<file path="src/rtl/deser16_1.sv">
//------------------------------------------------------------------------------
// deser16_1 : LSB-first 16:1 deserializer with valid/ready handshakes on both sides
// Revision  : 1.0
//------------------------------------------------------------------------------
`default_nettype none

module deser16_1 #(
    parameter int WIDTH = 16,
    parameter int CNT_W = 4
) (
    input  logic             clk,
    input  logic             reset,
    input  logic             clear,
    input  logic             in_bit,
    input  logic             in_valid,
    output logic             in_ready,
    output logic [CNT_W-1:0] pos,
    output logic [WIDTH-1:0] out_word,
    output logic             out_valid,
    input  logic             out_ready
);

    typedef enum logic [0:0] {
        COLLECT = 1'b0,
        HOLD    = 1'b1
    } state_t;

    localparam logic [CNT_W-1:0] LAST = CNT_W'(WIDTH - 1);

    state_t             state_q, state_d;
    logic [CNT_W-1:0]   cnt_q, cnt_d;
    logic [WIDTH-1:0]   word_q, word_d;

    always_ff @(posedge clk or negedge reset) begin
        if (!reset) begin
            state_q <= COLLECT;
            cnt_q   <= '0;
            word_q  <= '0;
        end else begin
            state_q <= state_d;
            cnt_q   <= cnt_d;
            word_q  <= word_d;
        end
    end

    always_comb begin
        state_d = state_q;
        cnt_d   = cnt_q;
        word_d  = word_q;
        if (clear) begin
            state_d = COLLECT;
            cnt_d   = '0;
            word_d  = '0;
        end else begin
            case (state_q)
                COLLECT: begin
                    if (in_valid) begin
                        word_d[cnt_q] = in_bit;
                        if (cnt_q == LAST) begin
                            cnt_d   = '0;
                            state_d = HOLD;
                        end else begin
                            cnt_d = cnt_q + CNT_W'(1);
                        end
                    end
                end
                HOLD: begin
                    // Word is zeroed on hand-off so partial words read 0 above pos.
                    if (out_ready) begin
                        state_d = COLLECT;
                        word_d  = '0;
                    end
                end
                default: begin
                    state_d = COLLECT;
                end
            endcase
        end
    end

    assign in_ready  = (state_q == COLLECT);
    assign out_valid = (state_q == HOLD);
    assign pos       = cnt_q;
    assign out_word  = word_q;

endmodule

`default_nettype wire

</file>
<file path="config.mk">
export PLATFORM = sky130hd
export DESIGN_NAME = deser16_1
export DESIGN_NICKNAME = d
export VERILOG_FILES = /design/src/rtl/deser16_1.sv
export SDC_FILE = /design/constraint.sdc
export NUM_CORES = 1
export LEC_CHECK = 0
export CAP_MARGIN = 20
export CORE_ASPECT_RATIO = 1.1
export CORE_MARGIN = 1
export CORE_UTILIZATION = 53
export DETAILED_ROUTE_END_ITERATION = 10
export PLACE_DENSITY = 0.84
export SYNTH_ARGS = -nofsm -noshare
export SYNTH_HDL_FRONTEND = slang
export SYNTH_SLANG_ARGS = --single-unit
</file>
<file path="constraint.sdc">
create_clock -name clk -period 2.85 [get_ports clk]
set_input_delay 0.57 -clock clk [delete_from_list [all_inputs] [get_ports clk]]
set_output_delay 0.57 -clock clk [all_outputs]
set_load 0.03 [all_outputs]
</file>
==> summary.md, run 1 <==
| Metric | Value |
|---|---|
| Result of the run | `completed` |
| Total count of max-transition violations in the final report | `0` |
| P&R area growth vs syn | `23.6%` |
| Worst clock skew | `10.0 ps` |
| Slew at the pin closest to its max-slew limit | `686 ps` |
| Worst relative slew slack | `0.541` |
| Synth top area cells | `sky130_fd_sc_hd__dfrtp_1 (43%), sky130_fd_sc_hd__a211o_1 (7.9%), sky130_fd_sc_hd__and3_1 (7.7%)` |
| Detailed-placement wirelength estimate | `1730 um` |
| Global routing usage summed across all routing layers | `0.232` |
| Library cell contributing the largest single delay on the critical path | `sky130_fd_sc_hd__clkdlybuf4s50_1` |
| Smallest setup slack after layout | `472 ps` |
| M3 GR Usage | `0.0345` |
| Width of the die | `47.8 um` |
| Number of nets produced by synthesis | `131` |
| Reg clk slew, reported paths | `120 ps` |
| Count of port buffers added during placement | `27` |
| Library cell with the highest instance count after synthesis | `sky130_fd_sc_hd__dfrtp_1` |
| YS warnings | `0` |
| Via count | `989` |
| Resized Gates After CTS | `0` |
| Kind of end point of the critical path | `output port` |
| RePlAce Congestion | `0.764` |
| Endpoint of the lowest-slack register-to-register path | `out_word[0]` |
| Final Power | `544 uW` |
| Pre-CTS setup slack | `690 ps` |
| Data required time of the critical path | `2280 ps` |
| Proportion of layout cells with a drive suffix above 1 | `0.103` |
| Max-capacitance violation count | `0` |
| Post-Route WL | `2380 um` |
| Count of TritonRoute iterations in the first routing pass | `4` |
| Pin count of the biggest net entering global routing | `22` |
| End of the worst hold path | `out_word[7]` |
| I/O pins | `28` |
| Clk Latency, worst-skew pair | `310 ps` |
| Share of the clock period used by the worst path after layout | `0.834` |
| Cell depth of the worst flop-to-flop path | `5` |
| Final antenna diode count | `0` |
| Kind of critical path | `reg2out` |
| Top cells by instance count after synthesis | `sky130_fd_sc_hd__dfrtp_1 (21), sky130_fd_sc_hd__nor2_1 (17), sky130_fd_sc_hd__and3_1 (15), sky130_fd_sc_hd__a211o_1 (11), sky130_fd_sc_hd__nand3b_1 (10)` |
| Hold path start | `out_word[7]` |
| Highest attainable clock frequency | `421 MHz` |
| Post-synthesis cell type count | `29` |
| Sum of overflow across all layers after global routing | `0` |
| Number of hold-slack violations in the final timing report | `0` |
| Critical Path Source Type | `register` |
| Crit-path max FO | `20` |
| GR peak layer | `met2` |
| Placed Instances | `170` |
| Total power density per cell area | `359 mW/mm2` |
| Portion of the post-synthesis area used by sequential elements | `0.429` |
| Share of async-settable or async-resettable flops after synthesis | `1.00` |
| Number of filler cells placed in the layout | `175` |
| Htree depth | `1` |
| Final Critical Period | `2380 ps` |
| Final-report setup violation count | `0` |
| First-pass GRT wire length | `4110 um` |
| Routed len/inst | `13.7 um` |
| Clock root buffer | `sky130_fd_sc_hd__clkbuf_4` |
| Number of buffers added by the clock tree synthesis step | `3` |
| Worst path top cell family by delay | `buffers and inverters` |
| Hold_buf cts | `0` |
| Standard cell core area | `0.00208 mm2` |
| Fraction of the core area covered by cells at the end of the flow | `0.726` |
| Startpoint of the worst register-to-register path | `pos[1]` |
| Area share of the largest cell type after synthesis | `0.429` |
| Most common flop cell mapped by yosys | `sky130_fd_sc_hd__dfrtp_1` |
| DRC errors left | `0` |
| Post-synth design cell area | `0.00122 mm2` |
| Worst reg-to-reg setup slack | `1130 ps` |
| Non-filler cells, final | `174` |
| Met1 routing resource usage after global routing | `0.301` |
| Clock sink count | `21` |
| RSZ-0062 raised after global routing | `false` |
| Synth Instances | `121` |
| Maximum root-to-sink buffer count | `2` |
| Static Leakage | `0.781 nW` |
| Die H | `52.4 um` |
| Hold path cells | `1` |
| Antenna violations before repair | `0` |
| Arrival @ worst endpoint | `1810 ps` |
| Vias in the first global route | `940` |
| Initial Utilization | `0.588` |
| Classification of the worst-slack hold path | `reg2reg` |
| Number of rows created at floorplan | `17` |
| Met2 global-route usage | `0.372` |
| Final sum of negative setup slack | `0 ps` |
| Critical path cell sequence | `clkdlybuf4s50_1` |
| Layout Nets | `157` |
| Post-synth EDFFs | `0` |
| Area leader, netlist | `sky130_fd_sc_hd__dfrtp_1` |
| Die Area | `0.00251 mm2` |
| Worst vdd rail ir drop | `256 uV` |
| Post-route ant nets | `0` |
| Yosys reg bits | `21` |
| Post-Syn Area per Cell | `10.1 um2` |
| Setup Fix Bufs, Post-CTS | `0` |
| TritonCTS clock tree | `yes` |
| Number of vias per cell | `5.68` |
| Buffers and inverters on the worst path | `1` |
| Slowest cell delay on critical path | `790 ps` |
| DRT iter0 DRCs | `23` |
-- state kept, by name, indices dropped and copies added (netlist names) --
signal	flops
out_valid	1
out_word	16
pos	4
-- report_power, final --
group          internal (mW)  switching [mW]  leakage (nW)  total [mW]
clock network         0.0524          0.0928        0.0177       0.145
registers              0.304         0.00848         0.291       0.313
logic                 0.0361          0.0500         0.472      0.0861
-- metrics by stage --
step                      area (um2)  hold WS [ps]
after floorplan                 1220           274
after global placement          1490           486
after detailed placement        1490           492
after CTS                       1510           518
after global routing            1510           551
final                           1510           514
-- per-layer routing --
| layer | vias to the layer above | share of wire |
|---|---|---|
| met2 | 19 | 0.49 |
| met5 | - | 0 |
| met4 | 0 | 0.015 |
| li1 | 486 | - |
| met1 | 480 | 0.47 |
| met3 | 4 | 0.024 |
-- kinds of logic (layout without fill, tap and decap cells) --
logic type	count (synthesis)	after routing	share of synthesized area
compound gates	23	23	0.164
xor+xnor	2	2	0.0143
fa+ha+maj	4	4	0.0409
buf+inv	13	38	0.0664
flops	21	21	0.429
simple gates	58	58	0.285
-- cell usage in the layout (no fill, tap or decap) --
cell                              netlist  routed
sky130_fd_sc_hd__clkdlybuf4s50_1        0      27
sky130_fd_sc_hd__dfrtp_1               21      21
sky130_fd_sc_hd__nor2_1                17      17
sky130_fd_sc_hd__and3_1                15      15
sky130_fd_sc_hd__a211o_1               11      11
sky130_fd_sc_hd__nand3b_1              10      10
sky130_fd_sc_hd__a211o_2                5       5
sky130_fd_sc_hd__inv_1                  4       4
sky130_fd_sc_hd__nand3_1                4       4
sky130_fd_sc_hd__a21oi_1                4       4
sky130_fd_sc_hd__ha_1                   4       4
sky130_fd_sc_hd__or3b_1                 3       3
sky130_fd_sc_hd__clkbuf_4               0       3
sky130_fd_sc_hd__buf_4                  0       3
sky130_fd_sc_hd__or2b_1                 2       2
sky130_fd_sc_hd__nor2b_4                1       1
sky130_fd_sc_hd__a211oi_4               1       1
sky130_fd_sc_hd__nor2_2                 1       1
sky130_fd_sc_hd__nand4bb_1              1       1
sky130_fd_sc_hd__nor4_1                 1       1
sky130_fd_sc_hd__o311a_1                1       1
sky130_fd_sc_hd__xnor2_1                1       1
sky130_fd_sc_hd__xor2_1                 1       1
sky130_fd_sc_hd__nand2_1                1       1
sky130_fd_sc_hd__nand2b_1               1       1
sky130_fd_sc_hd__o21ai_0                1       1
sky130_fd_sc_hd__or4_1                  1       1
sky130_fd_sc_hd__clkinv_2               0       1
-- how the worst max path moves through the flow --
stage,slack (ps),start,cells after the start,endpoint
final,470,pos[3],1,pos[3]
after floorplan,1080,pos[0],4,out_word[3]
after global routing,390,pos[3],1,pos[3]
after CTS,490,pos[3],1,pos[3]
after global placement,720,in_valid,4,out_word[14]
after detailed placement,690,in_valid,4,out_word[0]
-- cell type report --
cell class,instances,area [um2],area share
clock buffer,3,22.5,0.0149
tap,28,35.0,0.0231
timing repair buffer,30,293,0.193
sequential,21,526,0.347
multi-input combinational,87,618,0.408
inverter,4,15.0,0.00992
clock inverter,1,5.00,0.00331
(Power assumes the default switching activity.)
==> run 2: changes to the inputs <==
--- a/config.mk
+++ b/config.mk
@@ -8,9 +8,9 @@
 export CAP_MARGIN = 20
 export CORE_ASPECT_RATIO = 1.1
 export CORE_MARGIN = 1
-export CORE_UTILIZATION = 53
+export CORE_UTILIZATION = 44
 export DETAILED_ROUTE_END_ITERATION = 10
-export PLACE_DENSITY = 0.84
+export PLACE_DENSITY = 0.74
 export SYNTH_ARGS = -nofsm -noshare
 export SYNTH_HDL_FRONTEND = slang
 export SYNTH_SLANG_ARGS = --single-unit
==> constraint.sdc (replaced) <==
create_clock -name clk -period 1.9 [get_ports clk]
set_input_delay 0.38 -clock clk [delete_from_list [all_inputs] [get_ports clk]]
set_output_delay 0.38 -clock clk [all_outputs]
set_load 0.03 [all_outputs]
==> run 2 against run 1 <==
- global-route usage fell by 3.1 points
- clock power rose by 50%
- sequential share of layout area fell by 1.4 points
- flip-flop and latch count unchanged
- critical path depth rose by 1
- sequential power up 50%
- wire length increased by 11%
- worst setup slack got worse by 390 ps
- highest routed layer unchanged
==> summary.md, run 2 (same netlist as run 1, synthesis figures left out) <==
| Metric | Value |
|---|---|
| Die Area | `0.00300 mm2 (+20%)` |
| Worst reg-to-reg setup slack | `140 ps (-990 ps)` |
| Commonest cells after routing, fill and taps aside | `sky130_fd_sc_hd__clkdlybuf4s50_1 (24), sky130_fd_sc_hd__dfrtp_1 (21), sky130_fd_sc_hd__nor2_1 (17)` |
| Total count of max-transition violations in the final report | `0 (unchanged)` |
| Number of hold-slack violations in the final timing report | `0 (unchanged)` |
| Pin count of the biggest net entering global routing | `22 (unchanged)` |
| Worst relative slew slack | `0.513 (-0.0280)` |
| I/O pins | `28 (unchanged)` |
| Static Leakage | `0.847 nW (+8.4%)` |
| DRC errors left | `0 (unchanged)` |
| Count of TritonRoute iterations in the first routing pass | `4 (unchanged)` |
| Clock root buffer | `sky130_fd_sc_hd__clkbuf_4` |
| Number of flip-flops in the largest register | `16 (unchanged)` |
| Final Critical Period | `1820 ps` |
| Global routing usage summed across all routing layers | `0.201 (-0.0311)` |
| Most common cell after layout, fill and taps aside | `sky130_fd_sc_hd__clkdlybuf4s50_1` |
| Result of the run | `completed` |
| RePlAce Congestion | `0.783 (+2.6%)` |
| First-pass GRT wire length | `4510 um (+9.9%)` |
| Worst clock skew | `1.93 ps (-8.10 ps)` |
| Slew at the pin closest to its max-slew limit | `728 ps (+41.8 ps)` |
| Endpoint of the lowest-slack register-to-register path | `out_word[2]` |
| Via count | `1042 (+5.4%)` |
| Vias in the first global route | `1065 (+13%)` |
| Final-report setup violation count | `0 (unchanged)` |
| Arrival @ worst endpoint | `1440 ps (-370 ps)` |
| RSZ-0062 raised after global routing | `false` |
| Post-Route WL | `2650 um (+11%)` |
| Maximum root-to-sink buffer count | `2 (unchanged)` |
| Reg clk slew, reported paths | `120 ps (about the same)` |
| Crit-path max FO | `3 (-85%)` |
| Critical Path Sink | `in_ready` |
| Htree depth | `1 (unchanged)` |
| P&R area growth vs syn | `28.8%` |
| Count of port buffers added during placement | `27 (unchanged)` |
| Routed len/inst | `14.3 um (+4.7%)` |
| Smallest setup slack after layout | `83.9 ps (-388 ps)` |
| Hold_buf cts | `0 (unchanged)` |
| Max-capacitance violation count | `0 (unchanged)` |
| Number of vias per cell | `5.63 (-0.91%)` |
| CP startpoint | `out_valid` |
| Register cell area after layout | `526 um2 (unchanged)` |
| Cell depth of the worst flop-to-flop path | `5 (unchanged)` |
| Post-route ant nets | `0 (unchanged)` |
| Clk Latency, worst-skew pair | `300 ps (about the same)` |
| Library cell contributing the largest single delay on the critical path | `sky130_fd_sc_hd__clkdlybuf4s50_1` |
| Critical Path Source Type | `register` |
| Startpoint of the worst register-to-register path | `pos[0]` |
| Highest attainable clock frequency | `551 MHz` |
| Share of the clock period used by the worst path after layout | `0.956` |
| Total power density per cell area | `524 mW/mm2 (+46%)` |
| Antenna violations before repair | `0 (unchanged)` |
| Kind of end point of the critical path | `output port` |
| Initial Utilization | `0.477 (-0.111)` |
| Classification of the worst-slack hold path | `in2async` |
| Number of buffers added by the clock tree synthesis step | `3 (unchanged)` |
| Worst path top cell family by delay | `buffers and inverters` |
| Final Power | `827 uW (+52%)` |
| Layout Nets | `165 (+5.1%)` |
| Clock sink count | `21 (unchanged)` |
| DRT iter0 DRCs | `23 (unchanged)` |
| Data required time of the critical path | `1520 ps (-760 ps)` |
| Die H | `57.3 um (+9.4%)` |
| Sum of overflow across all layers after global routing | `0 (unchanged)` |
| Number of rows created at floorplan | `19 (+2)` |
| Slowest cell delay on critical path | `660 ps (-130 ps)` |
| Pre-CTS setup slack | `-84.3 ps (-775 ps)` |
| Width of the die | `52.3 um (+9.3%)` |
| Kind of critical path | `reg2out` |
| Detailed-placement wirelength estimate | `1900 um (+9.8%)` |
| Proportion of layout cells with a drive suffix above 1 | `0.149 (+0.0466)` |
| Standard cell core area | `0.00257 mm2 (+23%)` |
| TritonCTS clock tree | `yes` |
| Worst vdd rail ir drop | `398 uV (+55%)` |
| Buffers and inverters on the worst path | `2 (+1)` |
| Number of filler cells placed in the layout | `232 (+33%)` |
| Final antenna diode count | `0 (unchanged)` |
| Stages on worst setup path | `2 (+1)` |
| Multi-input gate area | `618 um2 (unchanged)` |
| Critical path cell sequence | `inv_1 > clkdlybuf4s50_1` |
## run 2: area by class of cell
class / count / share of cell area
Timing Repair Buffer: 38 / 0.224
Sequential cell: 21 / 0.333
Tap cell: 31 / 0.0246
Clock buffer: 3 / 0.0143
Inverter: 4 / 0.00952
Multi-Input combinational cell: 87 / 0.392
Clock inverter: 1 / 0.00317
## run 2: layer usage
| metal | up-vias | routed length, um | GRT usage |
|---|---|---|---|
| li1 | 497 | - | - |
| met1 | 514 | 1170 | 0.234 |
| met2 | 27 | 1350 | 0.342 |
| met3 | 4 | 94 | 0.0240 |
| met4 | 0 | 34 | 0.124 |
| met5 | - | 0 | 0 |
## run 2: power by group
part	internal, mW	switching, mW
Sequential	0.456	0.0127
Clock	0.0785	0.138
Combinational	0.0606	0.0805
Total	0.595	0.231
## run 2: per-stage QoR
step / hold WS, ps / instances / utilization / TNS [ps] / area, um2
after global placement: 488 / 181 / 0.604 / -239 / 1550
after floorplan: 84.4 / 121 / - / 0 / 1220
final: 405 / 185 / 0.615 / 0 / 1580
after detailed placement: 492 / 181 / 0.604 / -1110 / 1550
after CTS: 403 / 185 / 0.614 / 0 / 1580
after global routing: 424 / 185 / 0.615 / 0 / 1580
## run 2: repair_timing
item	4_1_cts	5_1_grt
buffers inserted	0	0
setup endpoints to repair	2	1
gates resized for setup	2	1
## run 2: worst min path at each step
stage / from / endpoint / slack, ps / cells after the start
after floorplan: reset / out_valid / 80 / 0
after global placement: out_word[14] / out_word[14] / 490 / 1
after detailed placement: out_word[10] / out_word[10] / 490 / 1
after CTS: reset / out_word[5] / 400 / 2
after global routing: reset / out_word[8] / 420 / 2
final: reset / out_word[0] / 410 / 2
==> run 3: changes to the inputs <==
--- a/config.mk
+++ b/config.mk
@@ -8,9 +8,9 @@
 export CAP_MARGIN = 20
 export CORE_ASPECT_RATIO = 1.1
 export CORE_MARGIN = 1
-export CORE_UTILIZATION = 44
+export CORE_UTILIZATION = 49
 export DETAILED_ROUTE_END_ITERATION = 10
-export PLACE_DENSITY = 0.74
+export PLACE_DENSITY = 0.78
 export SYNTH_ARGS = -nofsm -noshare
 export SYNTH_HDL_FRONTEND = slang
 export SYNTH_SLANG_ARGS = --single-unit
==> constraint.sdc (replaced) <==
create_clock -name clk -period 1.99 [get_ports clk]
set_input_delay 0.398 -clock clk [delete_from_list [all_inputs] [get_ports clk]]
set_output_delay 0.398 -clock clk [all_outputs]
set_load 0.03 [all_outputs]
==> run 3 against run 2 <==
- combinational power is 11% lower
- worst setup slack better by 14 ps
- cell count is 2.7% lower
- sequential share of layout area is 0.65 points higher
==> summary.md, run 3 (same netlist as run 1, synthesis figures left out) <==
| Metric | Value |
|---|---|
| RePlAce Congestion | `0.793 (+1.3%)` |
| Die Area | `0.00270 mm2 (-9.8%)` |
| Standard cell core area | `0.00230 mm2 (-11%)` |
| Total power density per cell area | `504 mW/mm2 (-3.8%)` |
| Max-capacitance violation count | `0 (unchanged)` |
| Kind of end point of the critical path | `output port` |
| Reg clk slew, reported paths | `130 ps (about the same)` |
| Routed len/inst | `13.8 um (-3.2%)` |
| Pre-CTS setup slack | `-13.5 ps (+70.9 ps)` |
| Library cell contributing the largest single delay on the critical path | `sky130_fd_sc_hd__clkdlybuf4s50_1` |
| Register cell area after layout | `526 um2 (unchanged)` |
| Static Leakage | `0.826 nW (-2.5%)` |
| Data required time of the critical path | `1590 ps (+70 ps)` |
| Post-route ant nets | `0 (unchanged)` |
| Post-Route WL | `2490 um (-5.9%)` |
| Clock root buffer | `sky130_fd_sc_hd__clkbuf_4` |
| Die H | `54.4 um (-5.1%)` |
| Slew at the pin closest to its max-slew limit | `712 ps (-16.1 ps)` |
| Crit-path max FO | `6 (+3)` |
| Width of the die | `49.7 um (-5.0%)` |
| Global routing usage summed across all routing layers | `0.210 (+0.00913)` |
| Multi-input gate area | `618 um2 (unchanged)` |
| Final-report setup violation count | `0 (unchanged)` |
| Initial Utilization | `0.533 (+0.0561)` |
| Final Critical Period | `1890 ps` |
| Layout Nets | `161 (-2.4%)` |
| Fraction of the core area covered by cells at the end of the flow | `0.674 (+0.0592)` |
| Number of flip-flops in the largest register | `16 (unchanged)` |
| Clock sink count | `21 (unchanged)` |
| I/O pins | `28 (unchanged)` |
| Clk Latency, worst-skew pair | `300 ps (about the same)` |
| Result of the run | `completed` |
| Classification of the worst-slack hold path | `in2async` |
| Antenna violations before repair | `0 (unchanged)` |
| Via count | `983 (-5.7%)` |
| Buffers and inverters on the worst path | `1 (-1)` |
| DRT iter0 DRCs | `25 (+8.7%)` |
| Setup Fix Bufs, Post-CTS | `0 (unchanged)` |
| Most common cell after layout, fill and taps aside | `sky130_fd_sc_hd__clkdlybuf4s50_1` |
| Slowest cell delay on critical path | `710 ps (+50 ps)` |
| Final antenna diode count | `0 (unchanged)` |
| Proportion of layout cells with a drive suffix above 1 | `0.127 (-0.0227)` |
| Vias in the first global route | `950 (-11%)` |
| Worst clock skew | `8.94 ps (+7.01 ps)` |
| Maximum root-to-sink buffer count | `2 (unchanged)` |
| Kind of critical path | `reg2out` |
| Number of hold-slack violations in the final timing report | `0 (unchanged)` |
| Sum of overflow across all layers after global routing | `0 (unchanged)` |
| Highest attainable clock frequency | `529 MHz` |
| Number of filler cells placed in the layout | `198 (-15%)` |
| Critical path cell sequence | `clkdlybuf4s50_1` |
| P&R area growth vs syn | `26.4%` |
| Number of rows created at floorplan | `18 (-1)` |
| Pin count of the biggest net entering global routing | `22 (unchanged)` |
| Critical Path Source Type | `register` |
| Number of vias per cell | `5.46 (-3.0%)` |
| Post-route cell area | `0.00155 mm2 (-1.9%)` |
| RSZ-0062 raised after global routing | `false` |
| First-pass GRT wire length | `4170 um (-7.5%)` |
| Non-filler cells, final | `180 (-2.7%)` |
| Worst path top cell family by delay | `buffers and inverters` |
| Number of buffers added by the clock tree synthesis step | `3 (unchanged)` |
| Share of the clock period used by the worst path after layout | `0.951` |
| Placed Instances | `176 (-2.8%)` |
| Count of TritonRoute iterations in the first routing pass | `4 (unchanged)` |
| Htree depth | `1 (unchanged)` |
| Detailed-placement wirelength estimate | `1760 um (-7.3%)` |
| Commonest cells after routing, fill and taps aside | `sky130_fd_sc_hd__clkdlybuf4s50_1 (25), sky130_fd_sc_hd__dfrtp_1 (21), sky130_fd_sc_hd__nor2_1 (17)` |
| Total count of max-transition violations in the final report | `0 (unchanged)` |
| TritonCTS clock tree | `yes` |
| DRC errors left | `0 (unchanged)` |
| Worst vdd rail ir drop | `418 uV (+5.0%)` |
| Smallest setup slack after layout | `98.3 ps (+14.4 ps)` |
| Arrival @ worst endpoint | `1490 ps (+50 ps)` |
| Instance area at placement | `0.00152 mm2 (-2.0%)` |
| Count of port buffers added during placement | `27 (unchanged)` |
| Worst relative slew slack | `0.524 (+0.0108)` |
## run 3: changes by cell type in the layout (fill, tap and decap cells not counted), sizes merged
cell,change
buf,-4
dlygate4sd2,-1
clkdlybuf4s50,+1
## run 3: final cells by class
type                            count  area share
Inverter                            4     0.00970
Sequential cell                    21       0.340
Tap cell                           30      0.0243
Clock inverter                      1     0.00323
Timing Repair Buffer               34       0.209
Clock buffer                        3      0.0146
Multi-Input combinational cell     87       0.399
## run 3: repair_timing
| action | CTS | global route |
|---|---|---|
| resized for setup | 1 | 1 |
| pin swaps | 0 | 0 |
| setup endpoints to repair | 1 | 1 |
| hold buffers | 0 | 0 |
| gates cloned | 0 | 0 |
## run 3: power breakdown
group / switching [mW] / total [mW] / internal, mW
Sequential: 0.0115 / 0.447 / 0.436
Clock: 0.132 / 0.207 / 0.0748
Combinational: 0.0732 / 0.126 / 0.0532
Total: 0.216 / 0.780 / 0.564
## run 3: metrics by stage
stage / hold WS (ps) / setup TNS, ps / power (mW)
6_report: 422 / 0 / 0.780
3_5_place_dp: 498 / -67.0 / 0.584
2_1_floorplan: 102 / 0 / 0.531
5_1_grt: 442 / 0 / 0.818
4_1_cts: 431 / 0 / 0.789
3_3_place_gp: 487 / 0 / 0.581
## run 3: final timing paths
check	start	end	slack, ps	cells past startpoint
setup / recovery	pos[0]	pos[0]	100	1
hold / removal	reset	pos[3]	420	2
setup reg to reg	pos[0]	out_word[2]	210	5
hold reg to reg	out_word[13]	out_word[13]	520	1
max in group asynchronous	reset	out_word[14]	1350	2
min in group clk	out_word[13]	out_word[13]	520	1
## run 3: layer usage
| metal | vias to the layer above | GRT usage | wire length [um] |
|---|---|---|---|
| met1 | 469 | 0.248 | 1210 |
| met3 | 2 | 0.0361 | 74 |
| met5 | - | 0 | 0 |
| met2 | 19 | 0.374 | 1190 |
| li1 | 493 | - | - |
| met4 | 0 | 0.105 | 19 |
